==> src/rtl/hazard_ctrl_pkg.sv <==
// Shared pipeline definitions for the hazard controller: FSM state encoding,
// default memory timeout and the bundled stage-control word.
package hazard_ctrl_pkg;

    localparam int unsigned MEM_TIMEOUT_DEF = 16;

    typedef enum logic [1:0] {
        RUN      = 2'd0,
        MEM_WAIT = 2'd1,
        FAULT    = 2'd2
    } hz_state_e;

    typedef struct packed {
        logic pc_write;
        logic if_id_en;
        logic id_ex_en;
        logic ex_mem_en;
        logic mem_wb_en;
        logic if_id_flush;
        logic id_ex_flush;
        logic ex_mem_flush;
        logic pc_src;
    } ctrl_t;

    localparam ctrl_t CTRL_HOLD = '0;

    localparam ctrl_t CTRL_RUN = '{
        pc_write: 1'b1, if_id_en: 1'b1, id_ex_en: 1'b1, ex_mem_en: 1'b1, mem_wb_en: 1'b1,
        if_id_flush: 1'b0, id_ex_flush: 1'b0, ex_mem_flush: 1'b0, pc_src: 1'b0
    };

    localparam ctrl_t CTRL_BRANCH = '{
        pc_write: 1'b1, if_id_en: 1'b1, id_ex_en: 1'b1, ex_mem_en: 1'b1, mem_wb_en: 1'b1,
        if_id_flush: 1'b1, id_ex_flush: 1'b1, ex_mem_flush: 1'b1, pc_src: 1'b1
    };

    // Load-use bubble: PC and IF/ID hold, ID/EX is cleared, older stages drain.
    localparam ctrl_t CTRL_BUBBLE = '{
        pc_write: 1'b0, if_id_en: 1'b0, id_ex_en: 1'b1, ex_mem_en: 1'b1, mem_wb_en: 1'b1,
        if_id_flush: 1'b0, id_ex_flush: 1'b1, ex_mem_flush: 1'b0, pc_src: 1'b0
    };

endpackage

==> src/rtl/hazard_ctrl_if.sv <==
// Pipeline <-> hazard controller signal bundle. master = pipeline datapath,
// slave = hazard controller.
interface hazard_ctrl_if #(
    parameter int unsigned CNT_W = 16
);
    logic [4:0]       ID_Rs;
    logic [4:0]       ID_Rt;
    logic             ID_EX_MemRead;
    logic [4:0]       ID_EX_Rt;
    logic             EX_MEM_Branch;
    logic             EX_MEM_Zero;
    logic             MemReq;
    logic             MemReady;

    logic             PCWrite;
    logic             IF_ID_Enable;
    logic             ID_EX_Enable;
    logic             EX_MEM_Enable;
    logic             MEM_WB_Enable;
    logic             IF_ID_Flush;
    logic             ID_EX_Flush;
    logic             EX_MEM_Flush;
    logic             PCSrc;
    logic             MemError;
    logic [CNT_W-1:0] StallCnt;
    logic [CNT_W-1:0] FlushCnt;

    modport master (
        output ID_Rs, ID_Rt, ID_EX_MemRead, ID_EX_Rt, EX_MEM_Branch, EX_MEM_Zero,
               MemReq, MemReady,
        input  PCWrite, IF_ID_Enable, ID_EX_Enable, EX_MEM_Enable, MEM_WB_Enable,
               IF_ID_Flush, ID_EX_Flush, EX_MEM_Flush, PCSrc, MemError, StallCnt, FlushCnt
    );

    modport slave (
        input  ID_Rs, ID_Rt, ID_EX_MemRead, ID_EX_Rt, EX_MEM_Branch, EX_MEM_Zero,
               MemReq, MemReady,
        output PCWrite, IF_ID_Enable, ID_EX_Enable, EX_MEM_Enable, MEM_WB_Enable,
               IF_ID_Flush, ID_EX_Flush, EX_MEM_Flush, PCSrc, MemError, StallCnt, FlushCnt
    );

endinterface

==> src/rtl/sat_counter.sv <==
// Width-parameterised saturating event counter; updates on the falling clock
// edge like the rest of the pipeline, async active-low reset.
module sat_counter #(
    parameter int unsigned W = 16
) (
    input  logic         clk,
    input  logic         reset,
    input  logic         inc,
    output logic [W-1:0] cnt
);

    always_ff @(negedge clk or negedge reset) begin
        if (!reset) begin
            cnt <= '0;
        end else if (inc && (cnt != '1)) begin
            cnt <= cnt + W'(1);
        end
    end

endmodule

==> src/rtl/hazard_ctrl.sv <==
// Pipeline hazard controller: load-use bubbles, taken-branch flushes and
// data-memory wait/timeout handling, with saturating stall/flush counters.
module hazard_ctrl
    import hazard_ctrl_pkg::*;
#(
    parameter int unsigned MEM_TIMEOUT = MEM_TIMEOUT_DEF,
    parameter int unsigned CNT_W       = 16
) (
    input  logic         clk,
    input  logic         reset,
    hazard_ctrl_if.slave hz
);

    localparam logic [7:0] WAIT_LAST = 8'(MEM_TIMEOUT - 1);

    hz_state_e  state;
    logic [7:0] wait_cnt;
    ctrl_t      ctrl;

    logic mem_stall;
    logic taken;
    logic load_use;
    logic stall_inc;
    logic flush_inc;

    assign mem_stall = hz.MemReq & ~hz.MemReady;
    assign taken     = hz.EX_MEM_Branch & hz.EX_MEM_Zero;
    assign load_use  = hz.ID_EX_MemRead & (hz.ID_EX_Rt != 5'd0) &
                       ((hz.ID_EX_Rt == hz.ID_Rs) | (hz.ID_EX_Rt == hz.ID_Rt));

    // Priority MemStall > Taken > LoadUse; everything is held low during reset.
    always_comb begin
        ctrl = CTRL_HOLD;
        if (reset && (state != FAULT)) begin
            if (mem_stall) begin
                ctrl = CTRL_HOLD;
            end else if (taken) begin
                ctrl = CTRL_BRANCH;
            end else if (load_use) begin
                ctrl = CTRL_BUBBLE;
            end else begin
                ctrl = CTRL_RUN;
            end
        end
    end

    assign stall_inc = (state != FAULT) & (mem_stall | (~taken & load_use));
    assign flush_inc = (state != FAULT) & ~mem_stall & taken;

    always_ff @(negedge clk or negedge reset) begin
        if (!reset) begin
            state    <= RUN;
            wait_cnt <= '0;
        end else begin
            unique case (state)
                RUN: begin
                    wait_cnt <= '0;
                    if (mem_stall) begin
                        state <= MEM_WAIT;
                    end
                end
                MEM_WAIT: begin
                    if (!mem_stall) begin
                        state    <= RUN;
                        wait_cnt <= '0;
                    end else if (wait_cnt == WAIT_LAST) begin
                        state <= FAULT;
                    end else begin
                        wait_cnt <= wait_cnt + 8'd1;
                    end
                end
                FAULT: begin
                    state <= FAULT;
                end
                default: begin
                    state    <= RUN;
                    wait_cnt <= '0;
                end
            endcase
        end
    end

    assign hz.PCWrite       = ctrl.pc_write;
    assign hz.IF_ID_Enable  = ctrl.if_id_en;
    assign hz.ID_EX_Enable  = ctrl.id_ex_en;
    assign hz.EX_MEM_Enable = ctrl.ex_mem_en;
    assign hz.MEM_WB_Enable = ctrl.mem_wb_en;
    assign hz.IF_ID_Flush   = ctrl.if_id_flush;
    assign hz.ID_EX_Flush   = ctrl.id_ex_flush;
    assign hz.EX_MEM_Flush  = ctrl.ex_mem_flush;
    assign hz.PCSrc         = ctrl.pc_src;
    assign hz.MemError      = reset & (state == FAULT);

    sat_counter #(.W(CNT_W)) u_stall_cnt (
        .clk   (clk),
        .reset (reset),
        .inc   (stall_inc),
        .cnt   (hz.StallCnt)
    );

    sat_counter #(.W(CNT_W)) u_flush_cnt (
        .clk   (clk),
        .reset (reset),
        .inc   (flush_inc),
        .cnt   (hz.FlushCnt)
    );

endmodule

==> src/flat_wrapper.sv <==
// flat-port wrapper written by rule: the top's interface ports become plain ports
module hazard_ctrl_flat import hazard_ctrl_pkg::*;
#(
    parameter int unsigned MEM_TIMEOUT = MEM_TIMEOUT_DEF,
    parameter int unsigned CNT_W       = 16
)
  (clk, reset, hz_ID_Rs, hz_ID_Rt, hz_ID_EX_MemRead, hz_ID_EX_Rt, hz_EX_MEM_Branch, hz_EX_MEM_Zero, hz_MemReq, hz_MemReady, hz_PCWrite, hz_IF_ID_Enable, hz_ID_EX_Enable, hz_EX_MEM_Enable, hz_MEM_WB_Enable, hz_IF_ID_Flush, hz_ID_EX_Flush, hz_EX_MEM_Flush, hz_PCSrc, hz_MemError, hz_StallCnt, hz_FlushCnt);
  hazard_ctrl_if #(.CNT_W(CNT_W)) hz_i ();
  input  logic clk;
  input  logic reset;
  input wire logic [$bits(hz_i.ID_Rs)-1:0] hz_ID_Rs;
  input wire logic [$bits(hz_i.ID_Rt)-1:0] hz_ID_Rt;
  input wire logic [$bits(hz_i.ID_EX_MemRead)-1:0] hz_ID_EX_MemRead;
  input wire logic [$bits(hz_i.ID_EX_Rt)-1:0] hz_ID_EX_Rt;
  input wire logic [$bits(hz_i.EX_MEM_Branch)-1:0] hz_EX_MEM_Branch;
  input wire logic [$bits(hz_i.EX_MEM_Zero)-1:0] hz_EX_MEM_Zero;
  input wire logic [$bits(hz_i.MemReq)-1:0] hz_MemReq;
  input wire logic [$bits(hz_i.MemReady)-1:0] hz_MemReady;
  output wire logic [$bits(hz_i.PCWrite)-1:0] hz_PCWrite;
  output wire logic [$bits(hz_i.IF_ID_Enable)-1:0] hz_IF_ID_Enable;
  output wire logic [$bits(hz_i.ID_EX_Enable)-1:0] hz_ID_EX_Enable;
  output wire logic [$bits(hz_i.EX_MEM_Enable)-1:0] hz_EX_MEM_Enable;
  output wire logic [$bits(hz_i.MEM_WB_Enable)-1:0] hz_MEM_WB_Enable;
  output wire logic [$bits(hz_i.IF_ID_Flush)-1:0] hz_IF_ID_Flush;
  output wire logic [$bits(hz_i.ID_EX_Flush)-1:0] hz_ID_EX_Flush;
  output wire logic [$bits(hz_i.EX_MEM_Flush)-1:0] hz_EX_MEM_Flush;
  output wire logic [$bits(hz_i.PCSrc)-1:0] hz_PCSrc;
  output wire logic [$bits(hz_i.MemError)-1:0] hz_MemError;
  output wire logic [$bits(hz_i.StallCnt)-1:0] hz_StallCnt;
  output wire logic [$bits(hz_i.FlushCnt)-1:0] hz_FlushCnt;
  assign hz_i.ID_Rs = hz_ID_Rs;
  assign hz_i.ID_Rt = hz_ID_Rt;
  assign hz_i.ID_EX_MemRead = hz_ID_EX_MemRead;
  assign hz_i.ID_EX_Rt = hz_ID_EX_Rt;
  assign hz_i.EX_MEM_Branch = hz_EX_MEM_Branch;
  assign hz_i.EX_MEM_Zero = hz_EX_MEM_Zero;
  assign hz_i.MemReq = hz_MemReq;
  assign hz_i.MemReady = hz_MemReady;
  assign hz_PCWrite = hz_i.PCWrite;
  assign hz_IF_ID_Enable = hz_i.IF_ID_Enable;
  assign hz_ID_EX_Enable = hz_i.ID_EX_Enable;
  assign hz_EX_MEM_Enable = hz_i.EX_MEM_Enable;
  assign hz_MEM_WB_Enable = hz_i.MEM_WB_Enable;
  assign hz_IF_ID_Flush = hz_i.IF_ID_Flush;
  assign hz_ID_EX_Flush = hz_i.ID_EX_Flush;
  assign hz_EX_MEM_Flush = hz_i.EX_MEM_Flush;
  assign hz_PCSrc = hz_i.PCSrc;
  assign hz_MemError = hz_i.MemError;
  assign hz_StallCnt = hz_i.StallCnt;
  assign hz_FlushCnt = hz_i.FlushCnt;
  hazard_ctrl #(.MEM_TIMEOUT(MEM_TIMEOUT), .CNT_W(CNT_W)) u_core (.clk(clk), .reset(reset), .hz(hz_i));
endmodule
==> config.mk <==
export PLATFORM = sky130hd
export DESIGN_NAME = hazard_ctrl_flat
export DESIGN_NICKNAME = d
export VERILOG_FILES = /design/src/rtl/hazard_ctrl_pkg.sv /design/src/rtl/hazard_ctrl_if.sv /design/src/rtl/sat_counter.sv /design/src/rtl/hazard_ctrl.sv /design/src/flat_wrapper.sv
export SDC_FILE = /design/constraint.sdc
export NUM_CORES = 1
export LEC_CHECK = 0
export ABC_AREA = 1
export CAP_MARGIN = 20
export CELL_PAD_IN_SITES_DETAIL_PLACEMENT = 0
export CELL_PAD_IN_SITES_GLOBAL_PLACEMENT = 1
export CORE_UTILIZATION = 30
export DETAILED_ROUTE_END_ITERATION = 8
export DONT_BUFFER_PORTS = 1
export GPL_ROUTABILITY_DRIVEN = 0
export PLACE_DENSITY_LB_ADDON = 0.1
export SYNTH_ARGS = -nofsm -noshare
export SYNTH_HDL_FRONTEND = slang
export SYNTH_SLANG_ARGS = --single-unit
==> constraint.sdc <==
create_clock -name clk -period 3 [get_ports clk]
set_input_delay 0.75 -clock clk [delete_from_list [all_inputs] [get_ports clk]]
set_output_delay 0.75 -clock clk [all_outputs]
set_load 0.005 [all_outputs]
==> qor.tcl, run 1 <==
set qor(run_status) {complete, but fails checks}
set qor(violated_checks) {negative setup slack}
set qor(power.ir.vdd_worst_v) 0.000267
set qor(power_frac_seq) 0.507
set qor(grt_start_max_net_pins) 44
set qor(mappedNetlistNets) 378
set qor(power_frac_clock) 0.305
set qor(startpoint_type_of_the_worst_setup_path) {flop}
set qor(origin_of_the_worst_min_delay_path) {u_core.wait_cnt[0]}
set qor(power.share.combinational) 0.188
set qor(core_mm2) 0.00830
set qor(timing.reg2reg.setup_slack_ns) 0.99
set qor(clock_sinks) 42
set qor(timing.max_cap.violations) 0
set qor(ys_ff_latch) 42
set qor(p_int_w) 0.00103
set qor(syn_area_mm2) 0.00259
set qor(die-area_mm2) 0.00900
set qor(layout.cells.most_common_list) {sky130_fd_sc_hd__nand2_1 (71), sky130_fd_sc_hd__dfrtn_1 (42), sky130_fd_sc_hd__nand2_2 (34)}
set qor(synth_cell_type_count) 27
set qor(finalSetupViolations) 54
set qor(worst_r2r_endpoint) {u_core.wait_cnt[7]}
set qor(worst-path-max-fanout) 3
set qor(rr_worst_depth) 10
set qor(cts-buffers-inserted) 5
set qor(place_hpwl_um) 4720
set qor(clkLatencyLatePin_ns) 0.30
set qor(hold_path_depth) 1
set qor(synthesis.area_per_instance_um2) 7.33
set qor(layout.cells.most_common) {sky130_fd_sc_hd__nand2_1}
set qor(drive_gt1_frac) 0.332
set qor(drt.antenna.violating_nets) 0
set qor(synthesis_warnings) 0
set qor(timing_worst_slew_pin_value_ns) 0.394
set qor(final_hold_violating_endpoints) 0
set qor(route.vias.total) 2256
set qor(grt-ovfl-total) 0
set qor(n_fill_cell) 861
set qor(tritoncts) {yes}
set qor(power_leakage_nw) 1.54
set qor(r2r-start) {u_core.state[0]}
set qor(power.net_switching_w) 0.000436
set qor(power.density_cell_area_mw_per_mm2) 432
set qor(dieWidth_um) 94.9
set qor(routed_via_density) 4.65
set qor(setup-tns-final_ns) -6.60
set qor(port-buffer-count) 0
set qor(post_synth_inst_count) 353
set qor(placementRows) 33
set qor(grt_pass1_wl_um) 10800
set qor(post_layout_nonfiller_instances) 485
set qor(max-slew-margin-rel) 0.735
set qor(via_count_of_the_first_global_routing_pass) 2255
set qor(layout-area-overhead-vs-synth_pct) 31.0
set qor(cts_root_buf) {sky130_fd_sc_hd__clkbuf_8}
set qor(number_of_placed_cells_counting_well_taps) 468
set qor(drtIter0Drc) 103
set qor(antenna_cells) 0
set qor(grt.total_usage) 0.155
set qor(drtPass1Iterations) 4
set qor(hold_path_class) {reg2reg}
set qor(clkSlewWorstSetupHoldPaths_ns) 0.05
set qor(htree_levels) 2
set qor(maxSlewViolCount) 0
set qor(power.share.switching) 0.298
set qor(cts_hold_buf) 0
set qor(floorplan.die.height_um) 94.9
set qor(critical_path_required_ns) 2.25
set qor(final_nets) 404
set qor(start_util) 0.312
set qor(drt_wl_total_um) 6640
set qor(fin_ws_ns) -0.475
set qor(route.detailed.wl_per_inst_um) 13.7
set qor(drt_drc_violations_left) 0
set qor(yosysSeqAreaShare) 0.406
set qor(critical_path.endpoint_type) {output port}
set qor(type_of_the_worst_setup_path) {reg2out}
set qor(rsz0062_at_grt) {yes}
set qor(critical_path_arrival_ns) 2.73
set qor(finalClockSkew_ns) 0.00414
set qor(cts_buffer_depth) 2
set qor(initial_antenna_violation_count) 0
set qor(worst_hold_path.endpoint) {u_core.wait_cnt[0]}
set qor(ioPinCount) 64
[worst max-delay path: stages, from the launching register on]
cell and delay (ns):
sky130_fd_sc_hd__dfrtn_1 0.42, sky130_fd_sc_hd__inv_1 0.06, sky130_fd_sc_hd__nor2_2 0.09, sky130_fd_sc_hd__nor2_1 0.06, sky130_fd_sc_hd__nand2_2 0.10, sky130_fd_sc_hd__inv_2 0.07
sky130_fd_sc_hd__buf_12 0.13
[cells in the mapped netlist]
library cell	count	area [µm²]
sky130_fd_sc_hd__nor3_2	2	20.0
sky130_fd_sc_hd__nand2_1	106	398
sky130_fd_sc_hd__inv_1	46	173
sky130_fd_sc_hd__nor2_4	2	22.5
sky130_fd_sc_hd__dfrtn_1	42	1050
sky130_fd_sc_hd__nand3_2	1	10.0
sky130_fd_sc_hd__xnor2_1	9	78.8
sky130_fd_sc_hd__a21oi_1	6	30.0
sky130_fd_sc_hd__nand2_2	4	25.0
sky130_fd_sc_hd__buf_6	1	11.3
sky130_fd_sc_hd__o22ai_1	1	6.26
sky130_fd_sc_hd__nand3_1	20	100
sky130_fd_sc_hd__xor2_1	18	158
sky130_fd_sc_hd__ha_1	3	37.5
sky130_fd_sc_hd__o21ai_1	1	5.00
sky130_fd_sc_hd__inv_2	3	11.3
sky130_fd_sc_hd__o31ai_1	1	7.51
sky130_fd_sc_hd__nor2_2	2	12.5
sky130_fd_sc_hd__buf_2	1	5.00
sky130_fd_sc_hd__clkbuf_1	2	7.51
sky130_fd_sc_hd__o21ai_0	3	15.0
sky130_fd_sc_hd__nor3_1	10	50.1
sky130_fd_sc_hd__nor4_2	1	12.5
sky130_fd_sc_hd__nor2_1	39	146
sky130_fd_sc_hd__nand4_1	20	125
sky130_fd_sc_hd__a22o_1	2	17.5
sky130_fd_sc_hd__buf_4	7	52.6
[area by class of cell]
class,instances,area [µm²],share of cell area
Clock buffer,7,76.3,0.0225
Clock inverter,1,30.0,0.00886
Inverter,49,268,0.0790
Multi-Input combinational cell,252,1560,0.460
Sequential cell,42,1050,0.310
Tap cell,105,131,0.0387
Timing Repair Buffer,29,274,0.0808
[worst max-delay path by stage]
| stage | from | endpoint | slack, ns |
|---|---|---|---|
| finish | u_core.state[1] | hz_EX_MEM_Enable | -0.48 |
| floorplan | u_core.state[1] | hz_PCWrite | -0.28 |
| CTS | u_core.state[1] | hz_EX_MEM_Flush | -0.51 |
| detailed placement | hz_ID_EX_Rt[0] | u_core.u_stall_cnt.cnt[0] | -0.43 |
| global route | u_core.state[1] | hz_MEM_WB_Enable | -0.54 |
| global placement | hz_ID_EX_Rt[0] | u_core.u_stall_cnt.cnt[1] | -0.42 |
[flip-flops by register name, summed over array words and instances (netlist names)]
signal and count:
u_core.wait_cnt 8, u_core.u_flush_cnt.cnt 16, u_core.state 2, u_core.u_stall_cnt.cnt 16
[timing repair]
item	4_1_cts	5_1_grt
endpoints found under the setup margin	57	60
gates resized for setup	11	75
pin swaps	11	37
buffers inserted	3	4
gates cloned	3	0
[routing by layer]
metal,vias up,track usage,routed length [µm]
met1,1044,0.197,3060
met5,-,0,0
met2,41,0.258,3180
li1,1162,-,-
met4,0,0.0442,94
met3,9,0.0427,304
[kinds of logic (layout without fill, tap and decap cells)]
| group | count (synthesis) | in the layout | share of synthesized area |
|---|---|---|---|
| AOI/OAI and AO/OA | 14 | 14 | 0.0314 |
| xor gates and xnor gates | 27 | 27 | 0.0913 |
| adders and majority gates | 3 | 3 | 0.0145 |
| buffers and inverters | 60 | 86 | 0.101 |
| DFF | 42 | 42 | 0.406 |
| and+or+nand+nor | 207 | 208 | 0.356 |
[per-stage QoR]
step | hold WS [ns] | instance area, µm² | setup WS [ns] | utilization | total power (W)
floorplan | 0.401 | 2740 | -0.280 | - | 0.000912
global placement | 0.433 | 2940 | -0.417 | 0.355 | 0.000981
CTS | 0.436 | 3190 | -0.505 | 0.384 | 0.00147
global route | 0.459 | 3390 | -0.536 | 0.409 | 0.00157
detailed placement | 0.435 | 2940 | -0.431 | 0.355 | 0.000981
finish | 0.423 | 3390 | -0.475 | 0.409 | 0.00147
[power groups by stage]
stage,Clock (W),Sequential [W],Combinational [W]
after CTS,0.000473,0.000740,0.000256
after detailed placement,0,0.000751,0.000230
after global placement,0,0.000752,0.000229
after floorplan,0,0.000733,0.000179
final,0.000448,0.000743,0.000276
after global routing,0.000493,0.000760,0.000318
Power figures use the tool's default switching activity.
==> run 2, diff against run 1 <==
--- a/config.mk
+++ b/config.mk
@@ -10,6 +10,7 @@
 export CELL_PAD_IN_SITES_DETAIL_PLACEMENT = 0
 export CELL_PAD_IN_SITES_GLOBAL_PLACEMENT = 1
 export CORE_UTILIZATION = 30
+export CTS_CLUSTER_SIZE = 14
 export DETAILED_ROUTE_END_ITERATION = 8
 export DONT_BUFFER_PORTS = 1
 export GPL_ROUTABILITY_DRIVEN = 0
@@ -17,3 +18,4 @@
 export SYNTH_ARGS = -nofsm -noshare
 export SYNTH_HDL_FRONTEND = slang
 export SYNTH_SLANG_ARGS = --single-unit
+export TNS_END_PERCENT = 30
==> run 2 against run 1 <==
Compared with the run above:
- the run still ends with negative setup slack left
- register-to-register slack about the same
- final cell count increased by 0.41%
- utilization decreased by 2.1 points
- sequential cell count unchanged
- clock skew increased by 0.00075 ns
- sequential share of layout area increased by 1.7 points
- hold slack improved by 0.013 ns
- via count increased by 1.1%
- first-iteration DRC count decreased by 35%
- die area unchanged
- global-route usage increased by 0.47 points
- design area decreased by 5.2%
- largest power group unchanged
- highest routed layer unchanged
==> qor.tcl, run 2 (synthesis results as in run 1) <==
set qor(rr_worst_depth) 10 ;# unchanged
set qor(place_hpwl_um) 4580 ;# -3.0%
set qor(clock_sinks) 42 ;# unchanged
set qor(floorplan.die.height_um) 94.9 ;# unchanged
set qor(violated_checks) {negative setup slack}
set qor(layout.cells.most_common) {sky130_fd_sc_hd__nand2_1}
set qor(cts-buffers-inserted) 5 ;# unchanged
set qor(critical_path.endpoint_type) {output port}
set qor(critical_path_arrival_ns) 2.71 ;# -0.02 ns
set qor(core_mm2) 0.00830 ;# unchanged
set qor(dieWidth_um) 94.9 ;# unchanged
set qor(initial_antenna_violation_count) 0 ;# unchanged
set qor(type_of_the_worst_setup_path) {reg2out}
set qor(final_nets) 406 ;# +0.50%
set qor(power.share.switching) 0.316 ;# +0.0182
set qor(tritoncts) {yes}
set qor(worst-path-max-fanout) 3 ;# unchanged
set qor(cts_hold_buf) 0 ;# unchanged
set qor(placementRows) 33 ;# unchanged
set qor(n_fill_cell) 896 ;# +4.1%
set qor(power.net_switching_w) 0.000440 ;# +0.79%
set qor(r2r-start) {u_core.u_stall_cnt.cnt[0]}
set qor(finalClockSkew_ns) 0.00488 ;# +0.000746 ns
set qor(top_regs) {u_core.u_flush_cnt.cnt: 16 flops, u_core.u_stall_cnt.cnt: 16 flops, u_core.wait_cnt: 8 flops}
set qor(timing_worst_slew_pin_value_ns) 0.377 ;# -0.0172 ns
set qor(timing.reg2reg.setup_slack_ns) 0.99 ;# about the same
set qor(start_util) 0.312 ;# unchanged
set qor(drive_gt1_frac) 0.230 ;# -0.101
set qor(die-area_mm2) 0.00900 ;# unchanged
set qor(power.ir.vdd_worst_v) 0.000296 ;# +11%
set qor(finalSetupViolations) 54 ;# unchanged
set qor(cts_root_buf) {sky130_fd_sc_hd__clkbuf_8}
set qor(port-buffer-count) 0 ;# unchanged
set qor(layout.cells.most_common_list) {sky130_fd_sc_hd__nand2_1 (94), sky130_fd_sc_hd__dfrtn_1 (42), sky130_fd_sc_hd__inv_1 (37)}
set qor(p_int_w) 0.000953 ;# -7.5%
set qor(drtPass1Iterations) 4 ;# unchanged
set qor(route.vias.total) 2281 ;# +1.1%
set qor(final_cell_area_mm2) 0.00322 ;# -5.2%
set qor(hold_path_class) {reg2reg}
set qor(rsz0062_at_grt) {yes}
set qor(hold_path_depth) 1 ;# unchanged
set qor(dpl-instance-area_mm2) 0.00292 ;# -0.76%
set qor(maxSlewViolCount) 0 ;# unchanged
set qor(worst_hold_path.endpoint) {u_core.wait_cnt[0]}
set qor(antenna_cells) 0 ;# unchanged
set qor(grt_start_max_net_pins) 44 ;# unchanged
set qor(fin_ws_ns) -0.459 ;# +0.0158 ns
set qor(drt_drc_violations_left) 0 ;# unchanged
set qor(max-slew-margin-rel) 0.747 ;# +0.0116
set qor(power.density_cell_area_mw_per_mm2) 433 ;# +0.17%
set qor(origin_of_the_worst_min_delay_path) {u_core.wait_cnt[0]}
set qor(final_hold_violating_endpoints) 0 ;# unchanged
set qor(grt-ovfl-total) 0 ;# unchanged
set qor(via_count_of_the_first_global_routing_pass) 2353 ;# +4.3%
set qor(layout-area-overhead-vs-synth_pct) 24.2
set qor(routed_via_density) 4.68 ;# +0.69%
set qor(cts_buffer_depth) 2 ;# unchanged
set qor(ioPinCount) 64 ;# unchanged
set qor(drt.antenna.violating_nets) 0 ;# unchanged
set qor(post_layout_nonfiller_instances) 487 ;# +0.41%
set qor(startpoint_type_of_the_worst_setup_path) {flop}
set qor(number_of_placed_cells_counting_well_taps) 471 ;# +0.64%
set qor(worst_r2r_endpoint) {u_core.u_stall_cnt.cnt[7]}
set qor(placement.setup.worst_slack_ns) -0.519 ;# -0.0882 ns
set qor(grt.total_usage) 0.160 ;# +0.00475
set qor(layout.core_utilization) 0.387 ;# -0.0211
set qor(clkLatencyLatePin_ns) 0.30 ;# about the same
set qor(power_frac_seq) 0.534 ;# +0.027
set qor(run_status) {complete, but fails checks}
set qor(power_frac_clock) 0.286 ;# -0.019
set qor(clkSlewWorstSetupHoldPaths_ns) 0.06 ;# about the same
set qor(timing.max_cap.violations) 0 ;# unchanged
set qor(grt_pass1_wl_um) 11200 ;# +3.0%
set qor(power.share.combinational) 0.180 ;# -0.008
set qor(route.detailed.wl_per_inst_um) 13.6 ;# -0.52%
set qor(critical_path_required_ns) 2.25 ;# about the same
set qor(power_leakage_nw) 1.53 ;# -0.78%
set qor(drtIter0Drc) 67 ;# -35%
set qor(htree_levels) 2 ;# unchanged
set qor(drt_wl_total_um) 6630 ;# -0.11%
==> run 2: worst max path at each step <==
| stage | end | start | cells past startpoint | slack [ns] |
|---|---|---|---|---|
| 2_1_floorplan | hz_PCWrite | u_core.state[1] | 8 | -0.28 |
| 3_3_place_gp | u_core.u_stall_cnt.cnt[14] | hz_ID_Rt[0] | 11 | -0.49 |
| 3_5_place_dp | u_core.u_stall_cnt.cnt[1] | hz_ID_EX_Rt[0] | 10 | -0.52 |
| 4_1_cts | hz_PCSrc | u_core.state[1] | 6 | -0.50 |
| 5_1_grt | hz_PCSrc | u_core.state[0] | 5 | -0.55 |
| 6_report | hz_PCSrc | u_core.state[1] | 6 | -0.46 |
==> run 2: critical path: stages, from the launching register on <==
cell                      delay [ns]
sky130_fd_sc_hd__dfrtn_1        0.41
sky130_fd_sc_hd__inv_1          0.05
sky130_fd_sc_hd__nor2_2         0.09
sky130_fd_sc_hd__nor2_1         0.05
sky130_fd_sc_hd__nand2_1        0.10
sky130_fd_sc_hd__nor2_1         0.06
sky130_fd_sc_hd__buf_4          0.15
==> run 2: layout make-up <==
cell class	instances	area, µm²	share of cell area
clock buffers	6	82.6	0.0257
clock inverters	2	12.5	0.00389
inverters	49	216	0.0673
multi-input cells	252	1430	0.444
flip-flops and latches	42	1050	0.327
well taps	105	131	0.0409
repair buffers	31	295	0.0918
==> run 2: what timing repair did <==
item | 4_1_cts | 5_1_grt
pin swaps | 18 | 9
buffers inserted | 3 | 2
gates resized for setup | 19 | 15
endpoints found under the setup margin | 58 | 63
cloned | 2 | 1
==> run 2: stage by stage <==
stage               hold WS, ns  power (W)  TNS (ns)
floorplan                 0.401   0.000906     -6.45
global placement          0.437   0.000976    -12.55
detailed placement        0.442   0.000983    -12.96
CTS                       0.443    0.00141     -7.12
global route              0.465    0.00149     -9.43
finish                    0.435    0.00139     -5.99
==> run 2: layer usage <==
layer  wire length [µm]  GRT usage  share of wire
met4                 55     0.0417         0.0083
met3                327     0.0411          0.049
met1               3170      0.210           0.48
met5                  0          0              0
met2               3080      0.260           0.46
==> run 2: power groups by stage <==
stage / Combinational, W / Sequential [W] / Clock (W)
final: 0.000251 / 0.000743 / 0.000398
after global routing: 0.000292 / 0.000759 / 0.000440
after CTS: 0.000243 / 0.000745 / 0.000418
after detailed placement: 0.000228 / 0.000756 / 0
after global placement: 0.000223 / 0.000753 / 0
after floorplan: 0.000173 / 0.000733 / 0
